<file path="src/rtl/step_clock_gen.sv">
// step_clock_gen: debounced single-step / prescaled free-run clock for the CPU core.
// Optional STEP_PEND_EN adds a one-deep pending request so back-to-back steps skip IDLE.
module step_clock_gen #(
  parameter int unsigned DEBOUNCE_CYCLES = 500000,
  parameter int unsigned HIGH_CYCLES     = 4,
  parameter int unsigned LOW_CYCLES      = 4,
  parameter int unsigned RUN_DIV         = 50000000
) (
  input  logic        clock,
  input  logic        reset,
  input  logic        btn_raw,
  input  logic        run_mode,
  input  logic [1:0]  rate_sel,
  output logic        cpu_clk,
  output logic        busy,
  output logic [15:0] step_count
);

  localparam int unsigned DB_W   = $clog2(DEBOUNCE_CYCLES);
  localparam int unsigned PH_MAX = (HIGH_CYCLES > LOW_CYCLES) ? HIGH_CYCLES : LOW_CYCLES;
  localparam int unsigned PH_W   = $clog2(PH_MAX + 1);
  localparam int unsigned PRE_W  = $clog2(RUN_DIV + 1);

  localparam logic [DB_W-1:0]  DB_LAST   = DB_W'(DEBOUNCE_CYCLES - 1);
  localparam logic [PH_W-1:0]  HIGH_LAST = PH_W'(HIGH_CYCLES - 1);
  localparam logic [PH_W-1:0]  LOW_LAST  = PH_W'(LOW_CYCLES - 1);
  localparam logic [PRE_W-1:0] RUN_DIV_W = PRE_W'(RUN_DIV);

  localparam logic [1:0] ST_IDLE = 2'd0;
  localparam logic [1:0] ST_HIGH = 2'd1;
  localparam logic [1:0] ST_LOW  = 2'd2;

  logic             sync1_q, sync1_d;
  logic             sync2_q, sync2_d;
  logic             db_level_q, db_level_d;
  logic [DB_W-1:0]  db_cnt_q, db_cnt_d;
  logic             press_q, press_d;
  logic [1:0]       rate_sel_q, rate_sel_d;
  logic [PRE_W-1:0] pre_cnt_q, pre_cnt_d;
  logic [1:0]       state_q, state_d;
  logic [PH_W-1:0]  ph_cnt_q, ph_cnt_d;
  logic             cpu_clk_q, cpu_clk_d;
  logic             busy_q, busy_d;
  logic [15:0]      step_count_q, step_count_d;

  logic             rate_chg;
  logic [PRE_W-1:0] pre_last;
  logic             pre_hit;
  logic             req;
  logic             chain;

`ifdef STEP_PEND_EN
  logic run_mode_q, run_mode_d;
  logic pend_q, pend_d;
  logic mode_chg;
  logic low_exit;
`endif

  // Synchronizer, debouncer and press one-shot
  always_comb begin
    sync1_d    = btn_raw;
    sync2_d    = sync1_q;
    db_level_d = db_level_q;
    db_cnt_d   = '0;
    if (sync2_q != db_level_q) begin
      if (db_cnt_q == DB_LAST) begin
        db_level_d = sync2_q;
      end else begin
        db_cnt_d = db_cnt_q + 1'b1;
      end
    end
    press_d = db_level_d & ~db_level_q;
  end

  // Period uses the registered rate so a rate change restarts cleanly from zero.
  always_comb begin
    rate_sel_d = rate_sel;
    rate_chg   = (rate_sel != rate_sel_q);
    pre_last   = (RUN_DIV_W >> {rate_sel_q, 1'b0}) - PRE_W'(1);
    pre_hit    = run_mode && !rate_chg && (pre_cnt_q == pre_last);
    if (!run_mode || rate_chg || (pre_cnt_q == pre_last)) begin
      pre_cnt_d = '0;
    end else begin
      pre_cnt_d = pre_cnt_q + 1'b1;
    end
    req = run_mode ? pre_hit : press_q;
  end

`ifdef STEP_PEND_EN
  always_comb begin
    run_mode_d = run_mode;
    mode_chg   = (run_mode != run_mode_q);
    low_exit   = (state_q == ST_LOW) && (ph_cnt_q == LOW_LAST);
    chain      = low_exit && ((pend_q && !mode_chg) || req);
    if (mode_chg || chain) begin
      pend_d = 1'b0;
    end else if ((state_q != ST_IDLE) && req) begin
      pend_d = 1'b1;
    end else begin
      pend_d = pend_q;
    end
  end
`else
  always_comb begin
    chain = 1'b0;
  end
`endif

  // Pulse-shaping FSM
  always_comb begin
    state_d  = state_q;
    ph_cnt_d = ph_cnt_q;
    case (state_q)
      ST_IDLE: begin
        if (req) begin
          state_d  = ST_HIGH;
          ph_cnt_d = '0;
        end
      end
      ST_HIGH: begin
        if (ph_cnt_q == HIGH_LAST) begin
          state_d  = ST_LOW;
          ph_cnt_d = '0;
        end else begin
          ph_cnt_d = ph_cnt_q + 1'b1;
        end
      end
      ST_LOW: begin
        if (ph_cnt_q == LOW_LAST) begin
          state_d  = chain ? ST_HIGH : ST_IDLE;
          ph_cnt_d = '0;
        end else begin
          ph_cnt_d = ph_cnt_q + 1'b1;
        end
      end
      default: begin
        state_d  = ST_IDLE;
        ph_cnt_d = '0;
      end
    endcase
  end

  // Outputs follow the next state so cpu_clk rises on the edge that enters HIGH.
  always_comb begin
    cpu_clk_d    = (state_d == ST_HIGH);
    busy_d       = (state_d != ST_IDLE);
    step_count_d = step_count_q;
    if (cpu_clk_d && !cpu_clk_q) begin
      step_count_d = step_count_q + 16'd1;
    end
  end

  always_ff @(posedge clock or posedge reset) begin
    if (reset) begin
      sync1_q      <= 1'b0;
      sync2_q      <= 1'b0;
      db_level_q   <= 1'b0;
      db_cnt_q     <= '0;
      press_q      <= 1'b0;
      rate_sel_q   <= '0;
      pre_cnt_q    <= '0;
      state_q      <= ST_IDLE;
      ph_cnt_q     <= '0;
      cpu_clk_q    <= 1'b0;
      busy_q       <= 1'b0;
      step_count_q <= '0;
    end else begin
      sync1_q      <= sync1_d;
      sync2_q      <= sync2_d;
      db_level_q   <= db_level_d;
      db_cnt_q     <= db_cnt_d;
      press_q      <= press_d;
      rate_sel_q   <= rate_sel_d;
      pre_cnt_q    <= pre_cnt_d;
      state_q      <= state_d;
      ph_cnt_q     <= ph_cnt_d;
      cpu_clk_q    <= cpu_clk_d;
      busy_q       <= busy_d;
      step_count_q <= step_count_d;
    end
  end

`ifdef STEP_PEND_EN
  always_ff @(posedge clock or posedge reset) begin
    if (reset) begin
      run_mode_q <= 1'b0;
      pend_q     <= 1'b0;
    end else begin
      run_mode_q <= run_mode_d;
      pend_q     <= pend_d;
    end
  end
`endif

  assign cpu_clk    = cpu_clk_q;
  assign busy       = busy_q;
  assign step_count = step_count_q;

endmodule

</file>
<file path="config.mk">
export PLATFORM = sky130hd
export DESIGN_NAME = step_clock_gen
export DESIGN_NICKNAME = d
export VERILOG_FILES = /design/src/rtl/step_clock_gen.sv
export SDC_FILE = /design/constraint.sdc
export NUM_CORES = 1
export LEC_CHECK = 0
export CAP_MARGIN = 40
export CORE_ASPECT_RATIO = 0.6
export CORE_MARGIN = 2
export CORE_UTILIZATION = 50
export CTS_CLUSTER_DIAMETER = 200
export DETAILED_ROUTE_END_ITERATION = 12
export PLACE_DENSITY = 0.69
export REMOVE_ABC_BUFFERS = 1
export SYNTH_ARGS = -nofsm -noshare
export SYNTH_HDL_FRONTEND = slang
export SYNTH_SLANG_ARGS = --single-unit
</file>
<file path="constraint.sdc">
create_clock -name clock -period 4.95 [get_ports clock]
set_clock_uncertainty 0.15 [all_clocks]
set_input_delay 0.99 -clock clock [delete_from_list [all_inputs] [get_ports clock]]
set_output_delay 0.99 -clock clock [all_outputs]
set_load 0.03 [all_outputs]
</file>
* After elaboration in Yosys (flattened, before gate mapping) *
Cells that the tools add are included.

cells by class
  shift operators = 1
  reduce and logical (&&, ||, !) cells = 11
  add/sub/neg operators = 5
  equal/unequal tests = 9
  muxes and demuxes = 13
  bitwise gates (word level) = 2

operators with widths
  cell                   number
  $mux 19                2
  $add 26x1->26 const B  1
  $eq 26x26->1           1
  $mux 26                1
  $shr 26x3->26 const A  1
  $sub 26x1->26 const B  1
  $add 19x1->19 const B  1
  $eq 19x19->1 const B   1
  $add 16x1->16 const B  1
  $mux 2                 3
  $mux 3                 2
  $pmux 2 s3             1
  $pmux 3 s2             1
  $eq 2x1->1 const B     2
  $add 3x1->3 const B    1
  $eq 3x2->1 const B     1
  $logic_and 1x1->1      3
  $logic_not 1->1        3
  $mux 1                 3
  $eq 2x2->1 const B     1
  $logic_not 2->1        1
  $logic_or 1x1->1       2
  $ne 2x2->1             1
  $ne 2x2->1 const B     1
  other kinds (5)        5

storage, ports and cells
  flip-flop bits (word level) = 74
  output and inout bits = 18
  word-level logic and storage cells = 53
  bits of input ports = 6

* Depth between registers and ports, before layout *
Gate-level depths: netlist (run 1).

  depth after elaboration = 9
  mapped depth = 11
  mapped depth without buffers = 10

* Worst setup path before layout (run 1) *
Ideal clock, no wire load.

  kind = flip-flop to flip-flop
  start = reg rate_sel_q[1]
  end = reg step_count_q[1], in the netlist step_count[1]
  setup time = 0.125 ns
  path buffers = 2
  setup slack = 1.952 ns
  period minus slack after synthesis = 2.998 ns
  cell stages (with the launch flop) = 12
  arrival time = 2.723 ns
  required time = 4.675 ns
  cells stage by stage = dfrtp_1 -> buf_4 -> inv_1 -> ha_1 -> nand4b_1 -> or3_2 -> a21oi_1 -> nand4_2 -> a311o_1 -> buf_6 -> nor2_1 -> mux2_2

on the way
  cells in the longest elaborated chain, start to end = 9
  elaborated cells between the ends (all ways) = 12
  classes of those cells = 1 x add/sub; 3 x eq/ne; 1 x shift; 3 x mux; 4 x reduce/logical

RTL lines
  what                                               RTL line  source
  start: declaration                                 38        logic [1:0] rate_sel_q, rate_sel_d;
  start signal: assignment                           173       rate_sel_q <= rate_sel_d;
  $shr 26x3->26 or $ne 2x2->1 (tied branches)        79, 78
  $sub 26x1->26 or $logic_not 1->1 (tied branches)   79, 80
  $eq 26x26->1 or $logic_and 1x1->1 (tied branches)  80        pre_hit = run_mode && !rate_chg && (pre_cnt_q == pre_last);
  $logic_and 1x1->1 *                                80
  $mux 1 *                                           86        req = run_mode ? pre_hit : press_q;
  $mux 2 *                                           115       if (req) begin
  $pmux 2 s3 *                                       113       case (state_q)
  $eq 2x1->1 *                                       145       cpu_clk_d = (state_d == ST_HIGH);
  $logic_and 1x1->1 *                                148       if (cpu_clk_d && !cpu_clk_q) begin
  end signal: assignment                             179       step_count_q <= step_count_d;
  end: declaration                                   44        logic [15:0] step_count_q, step_count_d;

Every way passes the cells marked *; elsewhere a longest branch is shown, timed or not.
A chain may end at the register's enable or synchronous reset.

* Final worst setup path (run 1) *
Ends and elaborated chain as after synthesis.

==> results of run 1 <==
==> final cells by class <==
type / instances / area (µm²)
fillers: 619 / 2900
multi-input cells: 275 / 1820
well taps: 104 / 130
clock inverters: 3 / 15.0
inverters: 17 / 63.8
repair buffers: 26 / 256
flip-flops and latches: 74 / 1850
clock buffers: 12 / 256
==> placed cells by master, fill, tap and decap left out, types with 3 or more instances in the layout <==
| master | Yosys | routed |
|---|---|---|
| and4_1 | 4 | 4 |
| nor3_1 | 6 | 6 |
| nand2_1 | 23 | 23 |
| inv_1 | 17 | 16 |
| nand2b_1 | 3 | 3 |
| a21oi_1 | 9 | 9 |
| nand4_1 | 11 | 11 |
| a31oi_1 | 5 | 5 |
| xor2_1 | 39 | 39 |
| clkinv_2 | 0 | 3 |
| ha_1 | 15 | 15 |
| nor2_1 | 55 | 55 |
| or2_2 | 3 | 3 |
| dfrtp_1 | 74 | 74 |
| xnor2_1 | 20 | 20 |
| clkbuf_16 | 0 | 9 |
| or3_1 | 3 | 3 |
| and3_1 | 12 | 12 |
| nand3_1 | 27 | 27 |
| clkdlybuf4s50_1 | 0 | 23 |
| o21ai_0 | 8 | 8 |
==> flip-flops by register name, indices dropped and copies added (netlist names), 2 cells and up <==
name / flops
db_cnt_q: 19
ph_cnt_q: 3
pre_cnt_q: 26
state_q: 2
rate_sel_q: 2
step_count: 16
==> worst register-to-register path: cells and delay by family (launching register included) <==
kind	cells	cell delay, ns
and+or+nand+nor	4	1.07
muxes	1	0.36
AOI/OAI and AO/OA	2	0.77
buffers and inverters	1	0.20
adders and majority gates	1	0.21
DFF	1	0.58
==> kinds of logic after synthesis <==
group | after synthesis | share of synthesized area, %
compound gates | 28 | 4.58
flops | 74 | 48.8
fa+ha+maj | 15 | 4.94
simple gates | 170 | 24.0
xor+xnor | 59 | 13.6
mux | 3 | 0.857
buf+inv | 27 | 3.23
==> power by group <==
group | internal, µW | switching, µW
sequential | 610 | 5.59
combinational | 14.3 | 28.9
clock | 361 | 237
==> metrics by stage <==
step	total power (µW)	area [µm²]	hold WS, ns	setup slack, ns
finish	1260	4400	0.202	1.50
detailed placement	670	4120	0.191	1.47
global route	1300	4400	0.220	1.25
floorplan	652	3740	0.181	1.91
CTS	1270	4400	0.202	1.51
global placement	667	4110	0.187	1.55
==> cell usage after synthesis (all sizes together), types with 3 or more instances <==
| master | instances |
|---|---|
| dfrtp | 74 |
| nand4 | 12 |
| or3 | 4 |
| inv | 17 |
| nor4 | 4 |
| a31oi | 5 |
| a21oi | 9 |
| nand3 | 27 |
| and4 | 6 |
| ha | 15 |
| nor2 | 55 |
| nand2b | 3 |
| nor3 | 6 |
| clkbuf | 8 |
| xnor2 | 20 |
| or2 | 3 |
| o21ai | 8 |
| xor2 | 39 |
| nand2 | 23 |
| and3 | 12 |
==> per-layer routing <==
layer | vias to the layer above | GRT usage, % | part of all wire, %
met3 | 9 | 5.75 | 4.6
li1 | 1334 | - | -
met5 | - | 0 | 0
met1 | 1282 | 30.2 | 55
met2 | 50 | 25.8 | 39
met4 | 0 | 7.28 | 1.3
==> worst max path at each step <==
stage,to,cells past startpoint,slack (ns),from
6_report,step_count[1]$_DFFE_PP0P_,9,1.50,rate_sel_q[1]$_DFF_PP0_
5_1_grt,step_count[1]$_DFFE_PP0P_,9,1.25,rate_sel_q[1]$_DFF_PP0_
3_5_place_dp,step_count[1]$_DFFE_PP0P_,8,1.47,rate_sel[1]
2_1_floorplan,step_count[1]$_DFFE_PP0P_,9,1.91,rate_sel_q[1]$_DFF_PP0_
4_1_cts,step_count[1]$_DFFE_PP0P_,9,1.51,rate_sel_q[1]$_DFF_PP0_
3_3_place_gp,step_count[1]$_DFFE_PP0P_,8,1.55,rate_sel[1]
==> impl_results.md, run 1 <==
- Ys async rst share: 100%
- Dominant synthesized flop cell: dfrtp_1
- Drt total wl: 7.35 mm
- Rel. slew slack: 53.9%
- Pwr Density: 286 mW/mm²
- First-pass GRT wire length: 12.5 mm
- Synth area leader: dfrtp_1
- CTS resizes: 0
- Yosys reg bits: 74
- Period minus WS final: 3.45 ns
- TritonCTS buffer count: 9
- Number of clock sinks: 74
- Row count: 24
- Overflow after GRT: 0
- R2r worst-path depth: 9
- Slew @ Worst Pin: 0.690 ns
- Worst-Skew Late Latency: 0.33 ns
- Crit path max-delay family: simple AND/OR/NAND/NOR gates
- Peak supply drop: 0.216 mV
- Detail Placement HPWL: 5.21 mm
- Top-level port count: 24
- Clk buf depth: 2
- Cells after Synth: 376
- RSZ-0062 raised after global routing: false
- Antenna-violating nets left: 0
- Outcome: finished, final reports clean
- Fin. Hold Viols: 0
- Hold buffer count at CTS: 0
- Post-Syn Area: 0.00380 mm²
- Final setup vio count: 0
- Root Buffer: clkbuf_16
- Max cap viols: 0
- R2r endpoint: step_count[1]$_DFFE_PP0P_
- Area delta synth->final: 15.8%
- EDFF count, synth: 0
- Slowest stage delay, CP: 0.58 ns
- Buffers plus inverters on the worst setup path: 1
- Critical path endpoint category: flip-flop
- Hold depth: 0
- CP arrival: 3.52 ns
- Largest net degree at the start of global routing: 33
- Vias in the first global route: 2541
- Peak Freq: 290 MHz
- Initial core utilization: 52.0%
- Initial drt markers: 138
- YS warnings: 0
- Crit Path Category: reg2reg
- Via count: 2675
- CTS H-tree depth: 3
- Fin nets: 424
- DRT Pass-1 Iters: 4
- Initial antenna violation count: 0
- Final Slew Violations: 0
- Number of diodes: 0
- Core Region: 0.00730 mm²
- Post-CTS setup buffers: 0
- Hold_sp: sync1_q$_DFF_PP0_
- Area contributors post-synth: dfrtp_1 49%, xor2_1 9.0%, nor2_1 5.4%
- Die Span Y: 71.5 µm
- Via density: 5.23
- Top-area cell type share of the netlist area: 48.8%
- GPL Wtd Cong: 0.843
- Final design utilization: 60.2%
- Hold Crit Class: reg2reg
- Setup TNS: 0 ns
- Die Span X: 116 µm
- Worst path cell trace: inv_1 -> ha_1 -> nand4b_1 -> or3_2 -> a21oi_1 -> nand4_2 -> a311o_1 -> nor2_1 -> mux2_2
- Share of cells above drive strength 1: 7.86%
- Routed wire per std cell: 14.4 µm
- Full die area: 0.00833 mm²
- Hold path endpoint: sync2_q$_DFF_PP0_
- CP Launch Type: flip-flop
- Post-route DRC: 0
- I/O Buffers: 23
- Static Leak: 0.00186 µW
- Post-route non-filler standard cell count: 511
- Clock slew at reported path FFs: 0.06 ns
- Global-route usage over all layers: 19.6%
- Post-synthesis sequential area ratio: 48.8%
- CTS tree: done
- Placed insts: 496
- Syn avg cell area: 10.1 µm²
- Critical-path maximum fanout: 11
- Period utilization: 69.8%
- CP required: 5.02 ns
- Max stage delay cell, worst path: dfrtp_1
- Critical R2R Launch: rate_sel_q[1]$_DFF_PP0_
- Library cells used by synthesis: 46
- Reg2Reg Setup Slack: 1.50 ns
Note: power is estimated with default switching activity, not from simulation.
==> run 2: changes to the inputs <==
Clock period 4.95 ns to 3.3 ns, I/O delays scaled along.
==> run 2 against run 1 <==
Against the previous run: critical path depth up 1; die area did not move; sequential power grew 50%; core utilization up 0.62 points; critical path type unchanged; largest power group unchanged.
==> impl_results.md, run 2 (synthesis results as in run 1) <==
- Outcome: finished, final reports clean
- Peak Freq: 324 MHz
- Reg2Reg Setup Slack: 0.21 ns
- TritonCTS buffer count: 9
- Core Region: 0.00730 mm²
- Commonest cells after routing, fill and taps aside: 74 x dfrtp_1, 55 x nor2_1, 39 x xor2_1
- Critical R2R Launch: rate_sel_q[0]$_DFF_PP0_
- Vias in the first global route: 2606
- Overflow after GRT: 0
- Most common cell after layout, fill and taps aside: dfrtp_1
- Period minus WS final: 3.09 ns
- Final setup vio count: 0
- Largest net degree at the start of global routing: 75
- Global-route usage over all layers: 19.8%
- Critical path endpoint category: flip-flop
- Initial core utilization: 52.0%
- Critical-path maximum fanout: 6
- Detail Placement HPWL: 5.25 mm
- Fin. Hold Viols: 0
- Most flop-heavy register: pre_cnt_q
- Static Leak: 0.00188 µW
- Slew @ Worst Pin: 0.681 ns
- Die Span X: 116 µm
- Share of cells above drive strength 1: 8.31%
- Fin nets: 425
- Number of clock sinks: 74
- Power Total: 1900 µW
- Rel. slew slack: 54.5%
- Crit Path Category: reg2reg
- Number of diodes: 0
- Row count: 24
- Die Span Y: 71.5 µm
- CTS resizes: 0
- Hold_sp: sync1_q$_DFF_PP0_
- Clk buf depth: 2
- Root Buffer: clkbuf_16
- Period utilization: 93.6%
- Via density: 5.27
- CTS H-tree depth: 3
- Drt total wl: 7.38 mm
- Post-route DRC: 0
- Via count: 2701
- Hold Crit Class: reg2reg
- Placed insts: 497
- Worst-Skew Late Latency: 0.33 ns
- Setup TNS: 0 ns
- Antenna-violating nets left: 0
- CTS tree: done
- Pre-CTS setup slack: 0.174 ns
- Pwr Density: 429 mW/mm²
- Hold path endpoint: sync2_q$_DFF_PP0_
- Max reg flops: 26
- R2r worst-path depth: 10
- Max cap viols: 0
- R2r endpoint: step_count[14]$_DFFE_PP0P_
- First-pass GRT wire length: 12.8 mm
- Area delta synth->final: 17.0%
- RSZ-0062 raised after global routing: false
- Final Slew Violations: 0
- Final WS setup: 0.211 ns
- CP Launch Type: flip-flop
- Initial antenna violation count: 0
- Top-level port count: 24
- I/O Buffers: 23
- Initial drt markers: 216
- Routed wire per std cell: 14.4 µm
- GPL Wtd Cong: 0.827
- DRT Pass-1 Iters: 4
- Hold buffer count at CTS: 0
- Clock slew at reported path FFs: 0.06 ns
- Peak supply drop: 0.267 mV
- Hold depth: 0
- Post-route non-filler standard cell count: 513
- Full die area: 0.00833 mm²
- CP required: 3.40 ns
- CP arrival: 3.19 ns
- Post-CTS setup buffers: 0
-- run 2: cell types whose count changed in the layout (fill, tap and decap cells not counted), sizes merged --
cell and delta:
buf +1, clkbuf +2, clkinv -1
-- run 2: where the power goes --
part | leakage [µW] | total, µW | switching [µW] | internal [µW]
clock network | 0.000143 | 912 | 344 | 568
registers | 0.000975 | 922 | 7.11 | 915
logic | 0.000758 | 69.4 | 44.5 | 24.9
-- run 2: per-stage QoR --
stage	area, µm²	hold slack (ns)	util, %
2_1_floorplan	3740	0.181	-
3_3_place_gp	4150	0.185	56.9
3_5_place_dp	4150	0.186	56.9
4_1_cts	4440	0.197	60.8
5_1_grt	4440	0.207	60.9
6_report	4440	0.197	60.9
-- run 2: worst max-delay path by stage --
stage | from | to | slack (ns)
2_1_floorplan | rate_sel_q[1]$_DFF_PP0_ | step_count[1]$_DFFE_PP0P_ | 0.26
3_3_place_gp | rate_sel_q[1]$_DFF_PP0_ | step_count[14]$_DFFE_PP0P_ | 0.31
3_5_place_dp | rate_sel_q[1]$_DFF_PP0_ | step_count[15]$_DFFE_PP0P_ | 0.17
4_1_cts | rate_sel_q[1]$_DFF_PP0_ | step_count[14]$_DFFE_PP0P_ | 0.16
5_1_grt | rate_sel_q[1]$_DFF_PP0_ | step_count[15]$_DFFE_PP0P_ | 0.03
6_report | rate_sel_q[0]$_DFF_PP0_ | step_count[14]$_DFFE_PP0P_ | 0.21
-- run 2: final cells by class --
cell class | count | area (µm²)
clock buffers | 14 | 274
clock inverters | 2 | 10.0
fillers | 587 | 2860
inverters | 17 | 63.8
multi-input cells | 275 | 1830
flip-flops and latches | 74 | 1850
well taps | 104 | 130
repair buffers | 27 | 285
-- run 2: critical path, cell delays in order (launching register included) --
cell and delay (ns):
dfrtp_1 0.46, inv_1 0.13, ha_1 0.36, nor4b_1 0.38, a31oi_1 0.14, nor2_1 0.17, nand4_2 0.15, a311o_1 0.43
buf_4 0.20, nor4_4 0.26, xor2_1 0.17
-- run 2: routing by layer --
layer	part of all wire (%)	track usage, %
met2	41	26.5
met1	53	31.7
met4	0.68	5.03
met3	5.4	5.33
met5	0	0
